$ cat config.mk
export PLATFORM = sky130hd
export DESIGN_NAME = vending_machine_param_flat
export DESIGN_NICKNAME = d
export VERILOG_FILES = /design/src/rtl/vending_machine_param_if.sv /design/src/rtl/vending_machine_param.sv /design/src/flat_wrapper.sv
export SDC_FILE = /design/constraint.sdc
export NUM_CORES = 1
export LEC_CHECK = 0
export CORE_MARGIN = 2
export CORE_UTILIZATION = 52
export CTS_CLUSTER_SIZE = 40
export DETAILED_ROUTE_END_ITERATION = 16
export GPL_TIMING_DRIVEN = 0
export HOLD_SLACK_MARGIN = 0.15
export PLACE_DENSITY_LB_ADDON = 0.3
export SETUP_SLACK_MARGIN = 0.1
export SLEW_MARGIN = 20
export SYNTH_ARGS = -nofsm -noshare
export SYNTH_HDL_FRONTEND = slang
export SYNTH_SLANG_ARGS = --single-unit
$ cat constraint.sdc
create_clock -name clk -period 3.3 [get_ports clk]
set_input_delay 0.66 -clock clk [delete_from_list [all_inputs] [get_ports clk]]
set_output_delay 0.66 -clock clk [all_outputs]
set_load 0.02 [all_outputs]
$ cat src/rtl/vending_machine_param_if.sv
// Purpose: front-end/ejector bundle for the parametrised coin vending controller.
// Latency: none, wires only; every output the controller drives here is a register.
// Backpressure: none; inputs are single-cycle pulses, and the controller signals a refusal with coin_rej_o/deny_o.
interface vending_machine_param_if #(
    parameter int N_PROD   = 2,
    parameter int CREDIT_W = 6
);
    logic [2:0]          coin_i;
    logic [N_PROD-1:0]   sel_i;
    logic                refund_i;
    logic [N_PROD-1:0]   vend_o;
    logic [2:0]          chg_o;
    logic [CREDIT_W-1:0] credit_o;
    logic                coin_rej_o;
    logic                deny_o;
    logic                busy_o;
    logic [1:0]          state_o;

    // Front end / keypad side: drives pulses and observes status.
    modport master (
        output coin_i, sel_i, refund_i,
        input  vend_o, chg_o, credit_o, coin_rej_o, deny_o, busy_o, state_o
    );

    // Controller side.
    modport slave (
        input  coin_i, sel_i, refund_i,
        output vend_o, chg_o, credit_o, coin_rej_o, deny_o, busy_o, state_o
    );
endinterface

$ cat src/rtl/vending_machine_param.sv
// Purpose: N_PROD-product coin vending controller, saturating credit, greedy 5/2/1 serial change.
// Latency: 1 cycle from any input pulse to its registered response; change is returned one coin per cycle.
// Backpressure: coins and selects are refused with a pulse while busy (VEND/CHANGE); refund is ignored while busy.
// Optional feature: define VM_SALES_CNT_EN to add the per-product 16-bit sales counters (sales_cnt_o).
module vending_machine_param #(
    parameter int                         N_PROD      = 2,
    parameter int                         CREDIT_W    = 6,
    parameter int                         MAX_CREDIT  = 20,
    parameter logic [N_PROD*CREDIT_W-1:0] PRICES      = {6'd5, 6'd8},
    parameter int                         AUTO_CHANGE = 1
) (
    input  logic                    clk,
    input  logic                    rst,
    vending_machine_param_if.slave  bus
`ifdef VM_SALES_CNT_EN
    ,
    output logic [N_PROD*16-1:0]    sales_cnt_o
`endif
);

    localparam logic [1:0] ST_IDLE   = 2'd0;
    localparam logic [1:0] ST_VEND   = 2'd1;
    localparam logic [1:0] ST_CHANGE = 2'd2;

    // Configuration sanity: the largest coin added to a full credit must still fit the register.
    if (N_PROD < 1 || N_PROD > 8) begin : g_bad_nprod
        $error("vending_machine_param: N_PROD must be 1..8");
    end
    if (MAX_CREDIT + 5 > (1 << CREDIT_W) - 1) begin : g_bad_credit_w
        $error("vending_machine_param: MAX_CREDIT+5 does not fit in CREDIT_W");
    end

    logic [1:0]          state, state_n;
    logic [CREDIT_W-1:0] credit, credit_n;
    logic [N_PROD-1:0]   vend, vend_n;
    logic [2:0]          chg, chg_n;
    logic                coin_rej, coin_rej_n;
    logic                deny, deny_n;
    logic                busy, busy_n;

    logic [CREDIT_W-1:0] price;
    logic [CREDIT_W-1:0] coin_val;
    logic [CREDIT_W-1:0] coin_sum;
    logic                coin_ok;
    logic                sel_ok;
    logic                coin_blocked;

    // Price of the selected product; only meaningful when the select is one-hot.
    always_comb begin
        price = '0;
        for (int i = 0; i < N_PROD; i++) begin
            if (bus.sel_i[i]) begin
                price = price | PRICES[i*CREDIT_W +: CREDIT_W];
            end
        end
    end

    // Decode the inserted coin and decide whether it fits under the ceiling.
    always_comb begin
        case (bus.coin_i)
            3'b001:  coin_val = CREDIT_W'(1);
            3'b010:  coin_val = CREDIT_W'(2);
            3'b100:  coin_val = CREDIT_W'(5);
            default: coin_val = '0;
        endcase
        coin_sum = credit + coin_val;
        coin_ok  = $onehot(bus.coin_i) && (coin_sum <= CREDIT_W'(MAX_CREDIT));
        sel_ok   = $onehot(bus.sel_i) && (credit >= price);
    end

    // Next-state and next-output logic; every output is registered from these.
    always_comb begin
        state_n      = state;
        credit_n     = credit;
        vend_n       = '0;
        chg_n        = '0;
        coin_rej_n   = 1'b0;
        deny_n       = 1'b0;
        coin_blocked = 1'b0;
        case (state)
            ST_IDLE: begin
                if (bus.refund_i) begin
                    state_n      = ST_CHANGE;
                    coin_blocked = 1'b1;
                end else if (|bus.sel_i) begin
                    if (sel_ok) begin
                        credit_n     = credit - price;
                        vend_n       = bus.sel_i;
                        state_n      = ST_VEND;
                        coin_blocked = 1'b1;
                    end else begin
                        deny_n = 1'b1;
                    end
                end
                // A coin arriving alongside an accepted refund/select is bounced back.
                if (|bus.coin_i) begin
                    if (!coin_blocked && coin_ok) begin
                        credit_n = coin_sum;
                    end else begin
                        coin_rej_n = 1'b1;
                    end
                end
            end
            ST_VEND: begin
                state_n    = ((AUTO_CHANGE != 0) && (credit != '0)) ? ST_CHANGE : ST_IDLE;
                coin_rej_n = |bus.coin_i;
                deny_n     = |bus.sel_i;
            end
            ST_CHANGE: begin
                coin_rej_n = |bus.coin_i;
                deny_n     = |bus.sel_i;
                if (credit == '0) begin
                    state_n = ST_IDLE;
                end else begin
                    if (credit >= CREDIT_W'(5)) begin
                        chg_n    = 3'b100;
                        credit_n = credit - CREDIT_W'(5);
                    end else if (credit >= CREDIT_W'(2)) begin
                        chg_n    = 3'b010;
                        credit_n = credit - CREDIT_W'(2);
                    end else begin
                        chg_n    = 3'b001;
                        credit_n = credit - CREDIT_W'(1);
                    end
                    // Leave together with the last coin so no empty CHANGE cycle follows.
                    if (credit_n == '0) begin
                        state_n = ST_IDLE;
                    end
                end
            end
            default: begin
                state_n = ST_IDLE;
            end
        endcase
        busy_n = (state_n != ST_IDLE);
    end

    // State, credit and output registers; reset discards any undelivered change.
    always_ff @(posedge clk) begin
        if (rst) begin
            state    <= ST_IDLE;
            credit   <= '0;
            vend     <= '0;
            chg      <= '0;
            coin_rej <= 1'b0;
            deny     <= 1'b0;
            busy     <= 1'b0;
        end else begin
            state    <= state_n;
            credit   <= credit_n;
            vend     <= vend_n;
            chg      <= chg_n;
            coin_rej <= coin_rej_n;
            deny     <= deny_n;
            busy     <= busy_n;
        end
    end

`ifdef VM_SALES_CNT_EN
    logic [N_PROD*16-1:0] sales;

    // One wrapping counter per product, bumped by that product's vend pulse.
    always_ff @(posedge clk) begin
        if (rst) begin
            sales <= '0;
        end else begin
            for (int i = 0; i < N_PROD; i++) begin
                if (vend[i]) begin
                    sales[i*16 +: 16] <= sales[i*16 +: 16] + 16'd1;
                end
            end
        end
    end

    assign sales_cnt_o = sales;
`endif

    assign bus.vend_o     = vend;
    assign bus.chg_o      = chg;
    assign bus.credit_o   = credit;
    assign bus.coin_rej_o = coin_rej;
    assign bus.deny_o     = deny;
    assign bus.busy_o     = busy;
    assign bus.state_o    = state;

endmodule

$ cat src/flat_wrapper.sv
// flat-port wrapper written by rule: the top's interface ports become plain ports
module vending_machine_param_flat 
#(
    parameter int                         N_PROD      = 2,
    parameter int                         CREDIT_W    = 6,
    parameter int                         MAX_CREDIT  = 20,
    parameter logic [N_PROD*CREDIT_W-1:0] PRICES      = {6'd5, 6'd8},
    parameter int                         AUTO_CHANGE = 1
)
  (clk, rst, bus_coin_i, bus_sel_i, bus_refund_i, bus_vend_o, bus_chg_o, bus_credit_o, bus_coin_rej_o, bus_deny_o, bus_busy_o, bus_state_o);
  vending_machine_param_if #(.N_PROD(N_PROD), .CREDIT_W(CREDIT_W)) bus_i ();
  input  logic clk;
  input  logic rst;
  input wire logic [$bits(bus_i.coin_i)-1:0] bus_coin_i;
  input wire logic [$bits(bus_i.sel_i)-1:0] bus_sel_i;
  input wire logic [$bits(bus_i.refund_i)-1:0] bus_refund_i;
  output wire logic [$bits(bus_i.vend_o)-1:0] bus_vend_o;
  output wire logic [$bits(bus_i.chg_o)-1:0] bus_chg_o;
  output wire logic [$bits(bus_i.credit_o)-1:0] bus_credit_o;
  output wire logic [$bits(bus_i.coin_rej_o)-1:0] bus_coin_rej_o;
  output wire logic [$bits(bus_i.deny_o)-1:0] bus_deny_o;
  output wire logic [$bits(bus_i.busy_o)-1:0] bus_busy_o;
  output wire logic [$bits(bus_i.state_o)-1:0] bus_state_o;
  assign bus_i.coin_i = bus_coin_i;
  assign bus_i.sel_i = bus_sel_i;
  assign bus_i.refund_i = bus_refund_i;
  assign bus_vend_o = bus_i.vend_o;
  assign bus_chg_o = bus_i.chg_o;
  assign bus_credit_o = bus_i.credit_o;
  assign bus_coin_rej_o = bus_i.coin_rej_o;
  assign bus_deny_o = bus_i.deny_o;
  assign bus_busy_o = bus_i.busy_o;
  assign bus_state_o = bus_i.state_o;
  vending_machine_param #(.N_PROD(N_PROD), .CREDIT_W(CREDIT_W), .MAX_CREDIT(MAX_CREDIT), .PRICES(PRICES), .AUTO_CHANGE(AUTO_CHANGE)) u_core (.clk(clk), .rst(rst), .bus(bus_i));
endmodule
==> results.cfg <==
[run_status]
status = complete, no violations

[synthesis]
synth-compound-area-share_pct = 23.28
ys_ff_latch = 16
synth-edff-count = 0
synth_fa_ha_area_share_pct = 16.57
synth_warnings = 0
yosys.area.top_type_share_pct = 19.10
yosysTopAreaCell = dfxtp_1
synth_nets = 243
syn-cell-area_um2 = 1677
synthTopCellsByArea = dfxtp_1, ha_1, a21oi_1
yosys.area_share.simple_pct = 26.19
synth_cells = 214
yosysMostFrequentCell = a21oi_1
synthTopCellsByCount = a21oi_1, ha_1, nor2_1
avgSynthCellArea_um2 = 7.835
ys_seq_area_share_pct = 19.10
synth_mux_area_share_pct = 3.731
synth_xor_area_share_pct = 4.701
synth-async-reset-ratio_pct = 0
synth_top_family_by_area = simple AND/OR/NAND/NOR gates
synth_flop_cell = dfxtp_1
yosysUniqueCellTypes = 52

[timing]
setup_viol_count_final = 0
slew_headroom_pct = 68.55
period_share_pct = 92.54
skew_ns = 0.004759
hold_viol = 0
worst_slew_pin_slew_ns = 0.4718
rsz0062_at_grt = false
period_needed_ns = 3.054
setup_tns_ns = 0
slew_viol_final = 0
max_freq_mhz = 327.4

[route]
viasPerCell = 5.834
vias = 1686
postRouteAntennaNets = 0
wl_um = 4274
drt_iter0_drc = 85
drc = 0
drt-pass1-iter-count = 4
wire_per_inst_um = 14.79

[grt]
grt_pass1_vias = 1521
grt_pass1_wl_um = 7327
grt_overflow = 0
grt_max_degree = 13
antenna_found_initial = 0
grt_usage_pct = 26.22

[worst_setup_path]
worstPathRequired_ns = 3.54
ff2ff_path_depth = 10
path_cells = dlygate4sd2_1 -> xnor2_1 -> nor2_1 -> ha_2 -> inv_1 -> fa_2 -> nor2b_4 -> o22ai_1 -> nor2_1 -> o21ai_2 -> nor4_4 -> buf_6 -> mux2_4 -> a21oi_1
critPathLaunchType = primary input
worst-path-max-fanout = 7
crit_path_end = u_core.bus.credit_o[4]
arrival_ns = 3.29
r2r-end = u_core.bus.credit_o[4]
startpoint = bus_coin_i[2]
crit_family = adder cells
critPathMaxStageDelay_ns = 0.54
r2r-start = u_core.bus.credit_o[1]
crit_top_cell = nor2_1
path_class = primary input to flip-flop
cp_num_cells = 14
r2r_slack_ns = 0.46
slowest_stage = fa_2
end_kind = flip-flop
worst-path-buf-inv = 3

[clock_tree]
clk_path_buf_depth = 2
cts_root_buf = clkbuf_4
clk_pin_slew_ns = 0.10
clk-insertion-delay-late_ns = 0.30
htreeDepth = 1
cts.sinks = 16
cts_buffers = 3
cts_tree = built
ctsHoldBuffers = 0

[cells_and_area]
fin_nets = 275
antenna_cells = 0
final_util_pct = 67.70
syn_to_final_growth_pct = 23.28
fillers = 271
drive_gt1_share_pct = 13.88
stdcell_count = 289
design_area_um2 = 2067

[worst_hold_path]
hold_class = flip-flop to flip-flop

[power_and_ir_drop]
power_density_nw_per_um2 = 747.9
cellLeakagePower_nw = 0.8500
ir_worst_vdd_uv = 409.9
total_power_mw = 1.546

[die]
row_count = 20
io_pins = 24
floorplan.die.width_um = 60.78
initial_core_util_pct = 54.92
dieHeight_um = 60.78
die_area_um2 = 3694
design.core.area_um2 = 3053

[placed_design]
placedCellCount = 280
gp_congestion = 0.9313
numPortBuffers = 22
hpwl_um = 3118
dpl_cell_area_um2 = 1952

[job]
maxCapViolCount = 0
cell type report:
class                   count  area, um^2  share of cell area (%)
plain buffers              10       55.05                   2.663
well taps                  44       55.05                   2.663
flip-flops and latches     16       322.8                   15.62
multi-input cells         174        1287                   62.29
inverters                  14       52.55                   2.542
clock buffers               4       36.28                   1.755
repair buffers             27       257.7                   12.47
worst min path at each step:
stage	from	endpoint	depth (start not counted)
2_1_floorplan	u_core.bus.state_o[1]	u_core.bus.state_o[1]	2
3_3_place_gp	u_core.bus.state_o[1]	u_core.bus.state_o[1]	2
3_5_place_dp	u_core.bus.state_o[1]	u_core.bus.state_o[1]	2
4_1_cts	u_core.bus.state_o[1]	u_core.bus.state_o[1]	2
5_1_grt	u_core.bus.state_o[1]	u_core.bus.state_o[1]	2
6_report	u_core.bus.state_o[1]	u_core.bus.state_o[1]	2
stage by stage:
| step | hold WS, ns | worst slack [ns] |
|---|---|---|
| global route | 0.6443 | 0.08920 |
| CTS | 0.5899 | 0.1021 |
| finish | 0.5981 | 0.2461 |
| global placement | 0.5727 | -0.5535 |
| detailed placement | 0.5666 | -0.5902 |
| floorplan | 0.6153 | 0.2909 |
registers in the layout, summed over array words and instances (netlist names):
| register | count |
|---|---|
| u_core.bus.busy_o | 1 |
| u_core.bus.chg_o | 3 |
| u_core.bus.coin_rej_o | 1 |
| u_core.bus.credit_o | 6 |
| u_core.bus.deny_o | 1 |
| u_core.bus.state_o | 2 |
| u_core.bus.vend_o | 2 |
worst reg2reg max path, delay by kind of cell (launching register included):
kind	cells	cell delay, ns
and+or+nand+nor	3	0.56
buffers and inverters	2	0.46
adders and majority gates	1	0.64
DFF	1	0.50
AOI/OAI and AO/OA	3	0.33
muxes	1	0.31
per-layer routing:
metal  share of wire (%)  global-route usage (%)
met3                 5.4                   3.625
met2                  46                   40.71
met1                  46                   37.24
met5                   0                       0
met4                 2.8                   9.006
logic make-up (layout without fill, tap and decap cells):
kind of cell             after synthesis  in the layout
flip-flops                            16             16
adder cells (fa/ha/maj)               21             21
AO/OA/AOI/OAI                         61             61
multiplexers                           6              6
buffers and inverters                 24             55
AND/OR/NAND/NOR                       77             77
XOR/XNOR                               9              9
report_power, final:
| group | switching, mW | internal, mW |
|---|---|---|
| clock network | 0.0692 | 0.0673 |
| registers | 0.0656 | 0.242 |
| logic | 0.627 | 0.475 |
placed cells by master, fill, tap and decap left out, types with 2 or more instances in the layout:
master           netlist  layout
clkbuf_4               0       3
nor2_1                19      19
a31oi_1                2       2
buf_4                  0       4
clkbuf_1               5       5
o311ai_0               2       2
a211o_1                2       2
inv_1                 14      14
nor3_1                10       9
a311oi_1               2       2
ha_1                  19      18
o221ai_1               2       2
nand4b_1               2       2
mux2_4                 0       2
buf_2                  2       2
nor2b_1                3       2
o31ai_1                2       2
a21oi_1               23      22
o21bai_1               2       2
o22ai_1                3       3
nand3_1                7       7
clkdlybuf4s50_1        0      19
nor4_1                 4       4
nand2_1                7       7
buf_6                  2       3
dfxtp_1               16      14
dfxtp_2                0       2
o21ai_0               11      10
or2_2                  2       2
xor2_1                 4       4
nand2b_1              11      11
xnor2_1                5       5
mux2i_1                4       4
repair_timing:
action                                  in CTS  in global routing
setup buffers                                2                  3
resized for setup                           10                 10
endpoints found under the setup margin       7                  9
pin swaps                                    2                  4
Note: power is estimated with default switching activity, not from simulation.
